==> config.mk <==
export PLATFORM = sky130hd
export DESIGN_NAME = axi_cmd_arbiter_flat
export DESIGN_NICKNAME = d
export VERILOG_FILES = /design/src/rtl/axi_cmd_arbiter_if.sv /design/src/rtl/axi_cmd_arbiter.sv /design/src/flat_wrapper.sv
export SDC_FILE = /design/constraint.sdc
export NUM_CORES = 1
export LEC_CHECK = 0
export BUFFER_PORTS_ARGS = -buffer_cell sky130_fd_sc_hd__buf_4
export CAP_MARGIN = 20
export CORE_ASPECT_RATIO = 0.6
export CORE_MARGIN = 4
export CORE_UTILIZATION = 40
export DETAILED_ROUTE_END_ITERATION = 10
export GPL_ROUTABILITY_DRIVEN = 1
export PLACE_DENSITY = 0.83
export SYNTH_ARGS = -nofsm -noshare
export SYNTH_HDL_FRONTEND = slang
export SYNTH_SLANG_ARGS = --single-unit
==> constraint.sdc <==
create_clock -name i_clk -period 3.95 [get_ports i_clk]
set_input_delay 0.79 -clock i_clk [delete_from_list [all_inputs] [get_ports i_clk]]
set_output_delay 0.79 -clock i_clk [all_outputs]
set_load 0.03 [all_outputs]
==> src/rtl/axi_cmd_arbiter_if.sv <==
// AW/AR address channels and the command output port of the command arbiter.
// The slave modport is the arbiter's view; the master modport is the surrounding bridge's view.
interface axi_cmd_arbiter_if #(
   parameter int unsigned ADDR_WIDTH = 32
);
   logic                  aw_vld;
   logic                  aw_rdy;
   logic [ADDR_WIDTH-1:0] aw_addr;
   logic                  ar_vld;
   logic                  ar_rdy;
   logic [ADDR_WIDTH-1:0] ar_addr;
   logic                  cmd_vld;
   logic                  cmd_rdy;
   logic [ADDR_WIDTH:0]   cmd_data;

   modport slave (
      input  aw_vld, aw_addr, ar_vld, ar_addr, cmd_rdy,
      output aw_rdy, ar_rdy, cmd_vld, cmd_data
   );

   modport master (
      output aw_vld, aw_addr, ar_vld, ar_addr, cmd_rdy,
      input  aw_rdy, ar_rdy, cmd_vld, cmd_data
   );
endinterface

==> src/rtl/axi_cmd_arbiter.sv <==
// Round-robin AW/AR arbiter into a one-entry registered command slot, throttled by an
// outstanding-command credit counter that the APB side decrements with cmd_done.
module axi_cmd_arbiter #(
   parameter int unsigned ADDR_WIDTH = 32,
   parameter int unsigned MAX_OUT    = 4,
   parameter int unsigned CNT_WIDTH  = $clog2(MAX_OUT + 1)
) (
   input  logic                 i_clk,
   input  logic                 i_rst,
   axi_cmd_arbiter_if.slave     bus,
   input  logic                 i_cmd_done,
   output logic [CNT_WIDTH-1:0] o_outstanding,
   output logic                 o_last_grant,
   output logic                 o_err_underflow
);

   typedef enum logic {StEmpty, StFull} state_e;

   localparam logic [CNT_WIDTH-1:0] LP_MAX = CNT_WIDTH'(MAX_OUT);

   state_e                r_state;
   logic                  r_cmd_vld;
   logic [ADDR_WIDTH:0]   r_cmd_data;
   logic [CNT_WIDTH-1:0]  r_outstanding;
   logic                  r_last_grant;
   logic                  r_err_underflow;

   logic                  w_slot_free;
   logic                  w_credit_ok;
   logic                  w_can_grant;
   logic                  w_grant_aw;
   logic                  w_grant_ar;
   logic                  w_accept;
   logic [ADDR_WIDTH:0]   w_cmd_next;

   // Credit uses the registered count only; a same-cycle cmd_done frees a slot next cycle.
   assign w_slot_free = (r_state == StEmpty) | bus.cmd_rdy;
   assign w_credit_ok = (r_outstanding != LP_MAX);
   assign w_can_grant = w_slot_free & w_credit_ok & ~i_rst;

   // On contention, the requester that did not win last time gets the slot.
   assign w_grant_aw = w_can_grant & bus.aw_vld & (~bus.ar_vld | r_last_grant);
   assign w_grant_ar = w_can_grant & bus.ar_vld & (~bus.aw_vld | ~r_last_grant);
   assign w_accept   = w_grant_aw | w_grant_ar;
   assign w_cmd_next = w_grant_aw ? {1'b1, bus.aw_addr} : {1'b0, bus.ar_addr};

   assign bus.aw_rdy      = w_grant_aw;
   assign bus.ar_rdy      = w_grant_ar;
   assign bus.cmd_vld     = r_cmd_vld;
   assign bus.cmd_data    = r_cmd_data;
   assign o_outstanding   = r_outstanding;
   assign o_last_grant    = r_last_grant;
   assign o_err_underflow = r_err_underflow;

   always_ff @(posedge i_clk or posedge i_rst) begin
      if (i_rst) begin
         r_state         <= StEmpty;
         r_cmd_vld       <= 1'b0;
         r_cmd_data      <= '0;
         r_outstanding   <= '0;
         r_last_grant    <= 1'b1;
         r_err_underflow <= 1'b0;
      end else begin
         unique case (r_state)
            StEmpty: begin
               if (w_accept) begin
                  r_state    <= StFull;
                  r_cmd_vld  <= 1'b1;
                  r_cmd_data <= w_cmd_next;
               end
            end
            StFull: begin
               if (w_accept) begin
                  r_cmd_data <= w_cmd_next;
               end else if (bus.cmd_rdy) begin
                  r_state   <= StEmpty;
                  r_cmd_vld <= 1'b0;
               end
            end
            default: begin
               r_state   <= StEmpty;
               r_cmd_vld <= 1'b0;
            end
         endcase

         if (w_accept) begin
            r_last_grant <= w_grant_ar;
         end

         // A cmd_done with nothing outstanding is flagged and never wraps the counter.
         if (i_cmd_done && (r_outstanding == '0)) begin
            r_err_underflow <= 1'b1;
         end
         if (w_accept && !i_cmd_done) begin
            r_outstanding <= r_outstanding + CNT_WIDTH'(1);
         end else if (!w_accept && i_cmd_done && (r_outstanding != '0)) begin
            r_outstanding <= r_outstanding - CNT_WIDTH'(1);
         end
      end
   end

endmodule
==> src/flat_wrapper.sv <==
// flat-port wrapper written by rule: the top's interface ports become plain ports
module axi_cmd_arbiter_flat 
#(
   parameter int unsigned ADDR_WIDTH = 32,
   parameter int unsigned MAX_OUT    = 4,
   parameter int unsigned CNT_WIDTH  = $clog2(MAX_OUT + 1)
)
  (i_clk, i_rst, i_cmd_done, o_outstanding, o_last_grant, o_err_underflow, bus_aw_vld, bus_aw_addr, bus_ar_vld, bus_ar_addr, bus_cmd_rdy, bus_aw_rdy, bus_ar_rdy, bus_cmd_vld, bus_cmd_data);
  axi_cmd_arbiter_if #(.ADDR_WIDTH(ADDR_WIDTH)) bus_i ();
  input  logic i_clk;
  input  logic i_rst;
  input  logic i_cmd_done;
  output logic [CNT_WIDTH-1:0] o_outstanding;
  output logic o_last_grant;
  output logic o_err_underflow;
  input wire logic [$bits(bus_i.aw_vld)-1:0] bus_aw_vld;
  input wire logic [$bits(bus_i.aw_addr)-1:0] bus_aw_addr;
  input wire logic [$bits(bus_i.ar_vld)-1:0] bus_ar_vld;
  input wire logic [$bits(bus_i.ar_addr)-1:0] bus_ar_addr;
  input wire logic [$bits(bus_i.cmd_rdy)-1:0] bus_cmd_rdy;
  output wire logic [$bits(bus_i.aw_rdy)-1:0] bus_aw_rdy;
  output wire logic [$bits(bus_i.ar_rdy)-1:0] bus_ar_rdy;
  output wire logic [$bits(bus_i.cmd_vld)-1:0] bus_cmd_vld;
  output wire logic [$bits(bus_i.cmd_data)-1:0] bus_cmd_data;
  assign bus_i.aw_vld = bus_aw_vld;
  assign bus_i.aw_addr = bus_aw_addr;
  assign bus_i.ar_vld = bus_ar_vld;
  assign bus_i.ar_addr = bus_ar_addr;
  assign bus_i.cmd_rdy = bus_cmd_rdy;
  assign bus_aw_rdy = bus_i.aw_rdy;
  assign bus_ar_rdy = bus_i.ar_rdy;
  assign bus_cmd_vld = bus_i.cmd_vld;
  assign bus_cmd_data = bus_i.cmd_data;
  axi_cmd_arbiter #(.ADDR_WIDTH(ADDR_WIDTH), .MAX_OUT(MAX_OUT), .CNT_WIDTH(CNT_WIDTH)) u_core (.i_clk(i_clk), .i_rst(i_rst), .bus(bus_i), .i_cmd_done(i_cmd_done), .o_outstanding(o_outstanding), .o_last_grant(o_last_grant), .o_err_underflow(o_err_underflow));
endmodule
# [Word level (Yosys, flattened, before mapping)]
# Index checks and enable logic that the tools add are counted.
[classes] addsub=2 n_eq_ne=4 muxes=12 bitwise_logic=15 reduce_logical=10
[ops] operator="two-way mux 33 bit" count=2
[ops] operator="bitwise AND 1 bit" count=6
[ops] operator="two-way mux 1 bit" count=6
[ops] operator="two-way mux 3 bit" count=2
[ops] operator="inverter 1 bit" count=5
[ops] operator="logical AND 1 bit" count=4
[ops] operator="inequality test 2 bit, second input constant" count=2
[ops] operator="OR 1 bit" count=4
[ops] operator="one-hot mux 1 bit (2 select lines)" count=2
[ops] operator="adder 3 x 1 -> 3 bit, second input constant" count=1
[ops] operator="zero test 3 bit" count=1
[ops] operator="inequality test 3 bit, second input constant" count=1
[ops] operator="AND reduction 3 bit" count=1
[ops] operator="nonzero test 3 bit" count=1
[ops] operator="subtractor 3 x 1 -> 3 bit, second input constant" count=1
[ops] operator="zero test 1 bit" count=2
[ops] operator="inequality test 2 x 1 -> 1 bit, second input constant" count=1
[ops] operator="nonzero test 2 bit" count=1
[word_totals] regBits=40 in_bits=70 output_inout_bits=41 word_cells=49

# [Longest topological paths before layout]
# Gate-level depths: netlist of the first run.
[depth] ltp_word=12 mapped_depth=9 ltp_nobuf=7

# [Worst setup path before layout of the first run]
# No wires, ideal clock.
[synth_path] path_kind="input-to-output" startpoint="in bus_ar_vld" endpoint="out bus_aw_rdy" arrival_time_ps=2659 t_required_ps=3160 setup_slack_ps=501 stages=3 n_path_buf=0 path_cell_list="inv_1 > o21ai_1 > a2111oi_0"
[synth_via] elab_chain_len=3
[synth_lines] element="start, declared" line_no="flat_wrapper.sv:18" text="input wire logic [$bits(bus_i.ar_vld)-1:0] bus_ar_vld;"
[synth_lines] element="inverter 1 bit" line_no="axi_cmd_arbiter.sv:42" text="assign w_grant_aw = w_can_grant & bus.aw_vld & (~bus.ar_vld | r_last_grant);"
[synth_lines] element="OR 1 bit" line_no="axi_cmd_arbiter.sv:42"
[synth_lines] element="bitwise AND 1 bit" line_no="axi_cmd_arbiter.sv:42"
[synth_lines] element="end, declared" line_no="flat_wrapper.sv:21" text="output wire logic [$bits(bus_i.aw_rdy)-1:0] bus_aw_rdy;"
# Every way passes these cells.

# [Final worst setup path of the first run]
[layout_path] startpoint="reg u_core.r_outstanding[0], in the netlist u_core.o_outstanding[0]" endpoint="out bus_aw_rdy"
[layout_via] elab_chain_len=5
[layout_lines] element="start, declared" line_no="axi_cmd_arbiter.sv:24" text="logic [CNT_WIDTH-1:0] r_outstanding;"
[layout_lines] element="start signal, assigned" line_no="axi_cmd_arbiter.sv:95" text="r_outstanding <= r_outstanding + CNT_WIDTH'(1);"
[layout_lines] element="start signal, assigned" line_no="axi_cmd_arbiter.sv:97" text="r_outstanding <= r_outstanding - CNT_WIDTH'(1);"
[layout_lines] element="inequality test 3 bit" line_no="axi_cmd_arbiter.sv:38" text="assign w_credit_ok = (r_outstanding != LP_MAX);"
[layout_lines] element="bitwise AND 1 bit (2 in series)" line_no="axi_cmd_arbiter.sv:39" text="assign w_can_grant = w_slot_free & w_credit_ok & ~i_rst;"
[layout_lines] element="bitwise AND 1 bit (2 in series)" line_no="axi_cmd_arbiter.sv:42"
# Every way passes these cells.

==> run_summary.xml, run 1 <==
<?xml version="1.0" encoding="UTF-8"?>
<metrics>
  <group name="status">
    <metric name="result_of_the_run" unit="">completed</metric>
  </group>
  <group name="worst_hold_path">
    <metric name="hold_path_startpoint" unit="">u_core.r_state</metric>
    <metric name="whs_path_cells" unit="">1</metric>
    <metric name="hold_path_class" unit="">reg -&gt; reg</metric>
    <metric name="min_delay_worst_endpoint" unit="">u_core.bus.cmd_vld</metric>
  </group>
  <group name="timing">
    <metric name="rsz_0062_raised_after_global_routing" unit="">no</metric>
    <metric name="clock.fmax" unit="MHz">383.0</metric>
    <metric name="finalHoldViolCount" unit="">0</metric>
    <metric name="clock_skew" unit="ps">4.860</metric>
    <metric name="timing.final.crit_period" unit="ps">2611</metric>
    <metric name="setup_tns" unit="ps">0</metric>
    <metric name="final_max_slew_viol_count" unit="">0</metric>
    <metric name="relSlewSlack" unit="%">48.21</metric>
    <metric name="timing.final.crit_share" unit="%">66.10</metric>
    <metric name="setup_viol_count_final" unit="">0</metric>
    <metric name="tightest_slew" unit="ps">776.0</metric>
  </group>
  <group name="global_routing">
    <metric name="grt_max_degree" unit="">75</metric>
    <metric name="grt_antenna_before_repair" unit="">0</metric>
    <metric name="grt.overflow.total" unit="">0</metric>
    <metric name="track_usage" unit="%">16.36</metric>
    <metric name="grt_pass1_wl" unit="mm">8.176</metric>
    <metric name="grt_pass1_vias" unit="">1826</metric>
  </group>
  <group name="routing">
    <metric name="drt_pre_antenna_iters" unit="">4</metric>
    <metric name="route.top_layer_used" unit="">met4</metric>
    <metric name="antenna_left" unit="">0</metric>
    <metric name="met3_length" unit="um">701</metric>
    <metric name="via_count" unit="">1791</metric>
    <metric name="detail_route.vias_per_cell" unit="">4.948</metric>
    <metric name="wl_met2" unit="mm">2.137</metric>
    <metric name="drt-met1-wl" unit="mm">2.195</metric>
    <metric name="drt-initial-drc-count" unit="">50</metric>
    <metric name="route.final.wire_length" unit="mm">5.097</metric>
    <metric name="detail_route.drc_violations" unit="">0</metric>
    <metric name="post_drt_wl_per_cell" unit="um">14.08</metric>
  </group>
  <group name="synth">
    <metric name="postSynthRegisterBits" unit="">40</metric>
    <metric name="synth_flop_cell" unit="">dfrtp_1</metric>
    <metric name="post_synth.cell_area_avg" unit="sq um">10.42</metric>
    <metric name="synth.lib_cells_used.distinct" unit="">27</metric>
    <metric name="ys_warnings" unit="">0</metric>
    <metric name="syn-cell-area" unit="sq um">1979</metric>
    <metric name="synth-async-reset-ratio" unit="%">100.0</metric>
    <metric name="synth-seq-area-share" unit="%">50.63</metric>
    <metric name="synth_fp_nets" unit="">261</metric>
    <metric name="netlist_instances" unit="">190</metric>
    <metric name="synth_edf_count" unit="">0</metric>
  </group>
  <group name="cells_and_area">
    <metric name="combined_area_of_the_multi_input_logic_cells" unit="sq um">883.3</metric>
    <metric name="antenna-diode-count" unit="">0</metric>
    <metric name="sequential_cell_area" unit="sq um">1002</metric>
    <metric name="most_common_cell_after_layout_fill_and_taps_aside" unit="">buf_4</metric>
    <metric name="fillerInstances" unit="">386</metric>
    <metric name="drive_above_1_share" unit="%">41.47</metric>
    <metric name="utilization_after_layout" unit="%">62.20</metric>
    <metric name="commonest_cells_after_routing_fill_and_taps_aside" unit="">buf_4, dfrtp_1, nor2_1, mux2i_1, a21oi_1</metric>
    <metric name="final_nets" unit="">370</metric>
    <metric name="synthToLayoutAreaGrowth" unit="%">47.16</metric>
    <metric name="stdcell_area" unit="sq um">2913</metric>
  </group>
  <group name="critical_path">
    <metric name="critical_path_arrival" unit="ps">1820</metric>
    <metric name="critPathBufInv" unit="">1</metric>
    <metric name="worst_path_dominant_cell_family" unit="">compound AO/OA/AOI/OAI gates</metric>
    <metric name="r2r.worst_path.cells" unit="">6</metric>
    <metric name="regToRegStartpoint" unit="">u_core.o_outstanding[0]</metric>
    <metric name="cp-end-kind" unit="">primary output</metric>
    <metric name="critical-path-slowest-cell" unit="">a2111oi_0</metric>
    <metric name="critical_path_class" unit="">reg -&gt; out</metric>
    <metric name="r2r_end" unit="">u_core.o_outstanding[2]</metric>
    <metric name="timing.critical_path.from_type" unit="">flip-flop</metric>
    <metric name="setup.reg_to_reg.worst_slack" unit="ps">1680</metric>
    <metric name="worstPathRequired" unit="ps">3160</metric>
    <metric name="biggest_cell_delay_along_the_critical_path" unit="ps">570</metric>
    <metric name="critPathLaunch" unit="">u_core.o_outstanding[0]</metric>
    <metric name="worstPathCellList" unit="">nor2_1 -&gt; a2111oi_0 -&gt; buf_4</metric>
    <metric name="cp_max_fo" unit="">7</metric>
  </group>
  <group name="cts">
    <metric name="htree_num_levels" unit="">2</metric>
    <metric name="cts_tree" unit="">built</metric>
    <metric name="ctsResizeCount" unit="">0</metric>
    <metric name="cts_hold_repair.buffers" unit="">0</metric>
    <metric name="clkTransAtPathRegs" unit="ps">70</metric>
    <metric name="clock_sinks" unit="">40</metric>
    <metric name="clkLatencyLatePin" unit="ps">280</metric>
    <metric name="cts.repair_timing.setup_buffer_count" unit="">0</metric>
    <metric name="ctsRootBufferMaster" unit="">clkbuf_8</metric>
    <metric name="clock_tree.buffer_depth" unit="">2</metric>
    <metric name="cts-buffers-inserted" unit="">5</metric>
  </group>
  <group name="power">
    <metric name="worst_ir_drop_vdd" unit="mV">0.4472</metric>
    <metric name="p_leak" unit="nW">1.466</metric>
    <metric name="power.density_cell_area" unit="nW/um^2">718.4</metric>
    <metric name="p_total" unit="W">0.002092</metric>
  </group>
  <group name="run">
    <metric name="max_cap_viol_count" unit="">0</metric>
  </group>
  <group name="die">
    <metric name="die_x" unit="um">98.82</metric>
    <metric name="die_area" unit="sq um">6175</metric>
    <metric name="floorplan.core_area" unit="sq um">4683</metric>
    <metric name="row_count" unit="">19</metric>
    <metric name="floorplan.die.height" unit="um">62.49</metric>
    <metric name="pin_count" unit="">111</metric>
    <metric name="floorplan.initialDensity" unit="%">42.27</metric>
  </group>
  <group name="place">
    <metric name="post_dp_cell_area" unit="sq um">2835</metric>
    <metric name="globalplace.congestion" unit="">0.7533</metric>
    <metric name="io_buffer_count" unit="">110</metric>
    <metric name="detailed_place_hpwl" unit="mm">3.864</metric>
  </group>
</metrics>
cells in the mapped netlist, types with 3 or more instances:
master	n	share of area [%]
dfrtp_1	39	49
mux2i_1	37	19
nor2_1	37	7.0
a21oi_1	36	9.1
buf_2	6	1.5
inv_1	6	1.1
buf_6	4	2.3
nor2b_1	4	1.3
nand2_1	3	0.57
stage by stage:
stage | worst slack, ps | instances | hold WS, ps
after global routing | 1101 | 362 | 473.6
after CTS | 1343 | 362 | 446.0
after detailed placement | 1364 | 355 | 431.9
after floorplan | 501.4 | 190 | 409.4
final | 1339 | 362 | 442.6
after global placement | 1341 | 355 | 430.8
flip-flops by register name, indices dropped and copies added (netlist names):
name	cells
u_core.bus.cmd_data	33
u_core.o_err_underflow	1
u_core.bus.cmd_vld	1
u_core.r_state	1
u_core.o_last_grant	1
u_core.o_outstanding	3
cells by family after synthesis:
logic type | after synthesis | share of synthesized area, %
buffers and inverters | 17 | 5.310
flip-flops | 40 | 50.63
AO/OA/AOI/OAI | 46 | 13.84
XOR/XNOR | 1 | 0.4426
AND/OR/NAND/NOR | 48 | 10.05
adder cells (fa/ha/maj) | 1 | 1.011
multiplexers | 37 | 18.71
routing by layer:
| layer | vias up | global-route usage (%) |
|---|---|---|
| li1 | 875 | - |
| met1 | 799 | 21.11 |
| met2 | 106 | 24.16 |
| met3 | 11 | 7.581 |
| met4 | 0 | 5.622 |
| met5 | - | 0 |
layout make-up:
class	count	share of cell area (%)
Tap cell	63	2.706
Clock buffer	6	2.491
Inverter	6	0.7732
Multi-Input combinational cell	133	30.33
Sequential cell	40	34.41
Clock inverter	1	0.1718
Timing Repair Buffer	113	29.12
power breakdown:
| group | switching (W) | internal, W | total (W) |
|---|---|---|---|
| clock network | 0.000130 | 0.000120 | 0.000250 |
| logic | 0.000673 | 0.000447 | 0.00112 |
| registers | 0.000135 | 0.000587 | 0.000723 |
how the worst max path moves through the flow:
| stage | endpoint | slack, ps | cells after the start |
|---|---|---|---|
| floorplan | bus_aw_rdy | 500 | 3 |
| global placement | bus_aw_rdy | 1340 | 5 |
| detailed placement | bus_aw_rdy | 1360 | 5 |
| CTS | bus_aw_rdy | 1340 | 5 |
| global route | bus_aw_rdy | 1100 | 3 |
| finish | bus_aw_rdy | 1340 | 3 |
No activity file was read; power rests on OpenSTA's default activity.
==> run 2: changes to the inputs <==
==> constraint.sdc (replaced) <==
create_clock -name i_clk -period 2.48 [get_ports i_clk]
set_input_delay 0.496 -clock i_clk [delete_from_list [all_inputs] [get_ports i_clk]]
set_output_delay 0.496 -clock i_clk [all_outputs]
set_load 0.03 [all_outputs]
==> run 2 against run 1 <==
Sequential power is 60% higher. Setup slack worse by 1100 ps. Critical path depth stayed put. Total power is 60% higher. Largest power group unchanged.
==> run_summary.xml, run 2 (same netlist as run 1, synthesis figures left out) <==
<?xml version="1.0" encoding="UTF-8"?>
<metrics>
  <group name="die">
    <metric name="row_count" unit="">19</metric>
    <metric name="floorplan.core_area" unit="sq um">4683</metric>
    <metric name="pin_count" unit="">111</metric>
    <metric name="floorplan.initialDensity" unit="%">42.27</metric>
    <metric name="floorplan.die.height" unit="um">62.49</metric>
    <metric name="die_area" unit="sq um">6175</metric>
    <metric name="die_x" unit="um">98.82</metric>
  </group>
  <group name="timing">
    <metric name="final_max_slew_viol_count" unit="">0</metric>
    <metric name="setup_viol_count_final" unit="">0</metric>
    <metric name="tightest_slew" unit="ps">684.6</metric>
    <metric name="setup_tns" unit="ps">0</metric>
    <metric name="timing.final.crit_period" unit="ps">2233</metric>
    <metric name="relSlewSlack" unit="%">54.36</metric>
    <metric name="clock.fmax" unit="MHz">447.9</metric>
    <metric name="rsz_0062_raised_after_global_routing" unit="">no</metric>
    <metric name="timing.final.crit_share" unit="%">90.04</metric>
    <metric name="finalHoldViolCount" unit="">0</metric>
    <metric name="finalHoldWorstSlack" unit="ps">215.6</metric>
    <metric name="clock_skew" unit="ps">4.941</metric>
  </group>
  <group name="cts">
    <metric name="cts_tree" unit="">built</metric>
    <metric name="cts_hold_repair.buffers" unit="">0</metric>
    <metric name="clock_sinks" unit="">40</metric>
    <metric name="ctsResizeCount" unit="">0</metric>
    <metric name="cts.repair_timing.setup_buffer_count" unit="">0</metric>
    <metric name="htree_num_levels" unit="">2</metric>
    <metric name="clkTransAtPathRegs" unit="ps">80</metric>
    <metric name="cts-buffers-inserted" unit="">5</metric>
    <metric name="clock_tree.buffer_depth" unit="">2</metric>
    <metric name="clkLatencyLatePin" unit="ps">280</metric>
    <metric name="ctsRootBufferMaster" unit="">clkbuf_8</metric>
  </group>
  <group name="routing">
    <metric name="via_count" unit="">1756</metric>
    <metric name="detail_route.vias_per_cell" unit="">4.837</metric>
    <metric name="antenna_left" unit="">0</metric>
    <metric name="detail_route.drc_violations" unit="">0</metric>
    <metric name="post_drt_wl_per_cell" unit="um">14.01</metric>
    <metric name="drt_pre_antenna_iters" unit="">4</metric>
    <metric name="route.final.wire_length" unit="mm">5.086</metric>
    <metric name="drt-initial-drc-count" unit="">77</metric>
  </group>
  <group name="critical_path">
    <metric name="regToRegStartpoint" unit="">u_core.o_outstanding[0]</metric>
    <metric name="cp-end-kind" unit="">primary output</metric>
    <metric name="worstPathRequired" unit="ps">1980</metric>
    <metric name="critPathLaunch" unit="">u_core.o_last_grant</metric>
    <metric name="cp_max_fo" unit="">14</metric>
    <metric name="r2r_end" unit="">u_core.o_outstanding[1]</metric>
    <metric name="setup.reg_to_reg.worst_slack" unit="ps">420</metric>
    <metric name="timing.critical_path.from_type" unit="">flip-flop</metric>
    <metric name="critical_path_class" unit="">reg -&gt; out</metric>
    <metric name="r2r.worst_path.cells" unit="">5</metric>
    <metric name="critical_path_arrival" unit="ps">1740</metric>
  </group>
  <group name="power">
    <metric name="worst_ir_drop_vdd" unit="mV">0.6111</metric>
    <metric name="p_leak" unit="nW">1.462</metric>
    <metric name="power.density_cell_area" unit="nW/um^2">1141</metric>
  </group>
  <group name="run">
    <metric name="max_cap_viol_count" unit="">0</metric>
  </group>
  <group name="cells_and_area">
    <metric name="most_common_cell_after_layout_fill_and_taps_aside" unit="">buf_4</metric>
    <metric name="stdcell_area" unit="sq um">2928</metric>
    <metric name="antenna-diode-count" unit="">0</metric>
    <metric name="largest_register_ffs" unit="">33</metric>
    <metric name="synthToLayoutAreaGrowth" unit="%">47.91</metric>
    <metric name="drive_above_1_share" unit="%">42.67</metric>
    <metric name="commonest_cells_after_routing_fill_and_taps_aside" unit="">buf_4, mux2i_1, dfrtp_1</metric>
    <metric name="final_nets" unit="">370</metric>
    <metric name="utilization_after_layout" unit="%">62.52</metric>
    <metric name="fin_cells" unit="">363</metric>
  </group>
  <group name="global_routing">
    <metric name="track_usage" unit="%">16.39</metric>
    <metric name="grt_pass1_vias" unit="">1807</metric>
    <metric name="grt_pass1_wl" unit="mm">8.307</metric>
    <metric name="grt_antenna_before_repair" unit="">0</metric>
    <metric name="grt_max_degree" unit="">75</metric>
    <metric name="grt.overflow.total" unit="">0</metric>
  </group>
  <group name="worst_hold_path">
    <metric name="hold_path_class" unit="">in -&gt; async</metric>
  </group>
  <group name="place">
    <metric name="detailed_place_hpwl" unit="mm">3.934</metric>
    <metric name="placedCellCount" unit="">355</metric>
    <metric name="post_dp_cell_area" unit="sq um">2846</metric>
    <metric name="globalplace.congestion" unit="">0.7863</metric>
    <metric name="io_buffer_count" unit="">110</metric>
  </group>
  <group name="status">
    <metric name="result_of_the_run" unit="">completed</metric>
  </group>
</metrics>
==> run 2: changes by cell type in the layout (fill, tap and decap cells not counted) <==
cell	before	now
dfrtp_1	39	37
dfrtp_2	0	2
a2111oi_0	1	0
a2111oi_2	0	1
clkbuf_1	1	2
clkinv_1	0	1
inv_1	6	5
nor2_1	37	36
nor2_2	0	1
==> run 2: where the power goes <==
| group | switching, W | internal (W) |
|---|---|---|
| Sequential | 0.000220 | 0.000939 |
| Clock | 0.000213 | 0.000197 |
| Combinational | 0.00106 | 0.000716 |
| Total | 0.00149 | 0.00185 |
==> run 2: cell type report <==
cell class	instances	area (sq um)
tap	63	78.83
fill	405	1755
sequential	40	1005
clock buffer	7	76.32
timing repair buffer	113	848.3
inverter	6	22.52
clock inverter	1	5.005
multi-input combinational	133	892.1
==> run 2: per-stage QoR <==
stage / setup WS [ps] / power, W
3_5_place_dp: 286.6 / 0.002962
6_report: 247.1 / 0.003340
5_1_grt: 179.0 / 0.003578
3_3_place_gp: 350.2 / 0.002913
4_1_cts: 238.0 / 0.003380
2_1_floorplan: 26.97 / 0.002290
==> run 2: layer usage <==
metal	part of all wire (%)	up-vias	global-route usage (%)
li1	-	873	-
met1	43	799	20.54
met2	43	79	25.42
met3	13	5	7.915
met4	0.69	0	4.089
met5	0	-	0
==> run 2: worst max-delay path by stage <==
| stage | end | slack (ps) | cells past startpoint |
|---|---|---|---|
| after CTS | bus_aw_rdy | 240 | 3 |
| after global placement | u_core.o_outstanding[1] | 350 | 6 |
| final | bus_aw_rdy | 250 | 3 |
| after detailed placement | u_core.o_outstanding[1] | 290 | 8 |
| after global routing | bus_aw_rdy | 180 | 3 |
| after floorplan | u_core.o_outstanding[2] | 30 | 8 |
==> run 2: worst max-delay path, cell delays in order, from the launching register on <==
cell	delay [ps]
dfstp_2	590
o21ai_4	180
a2111oi_2	440
buf_4	240
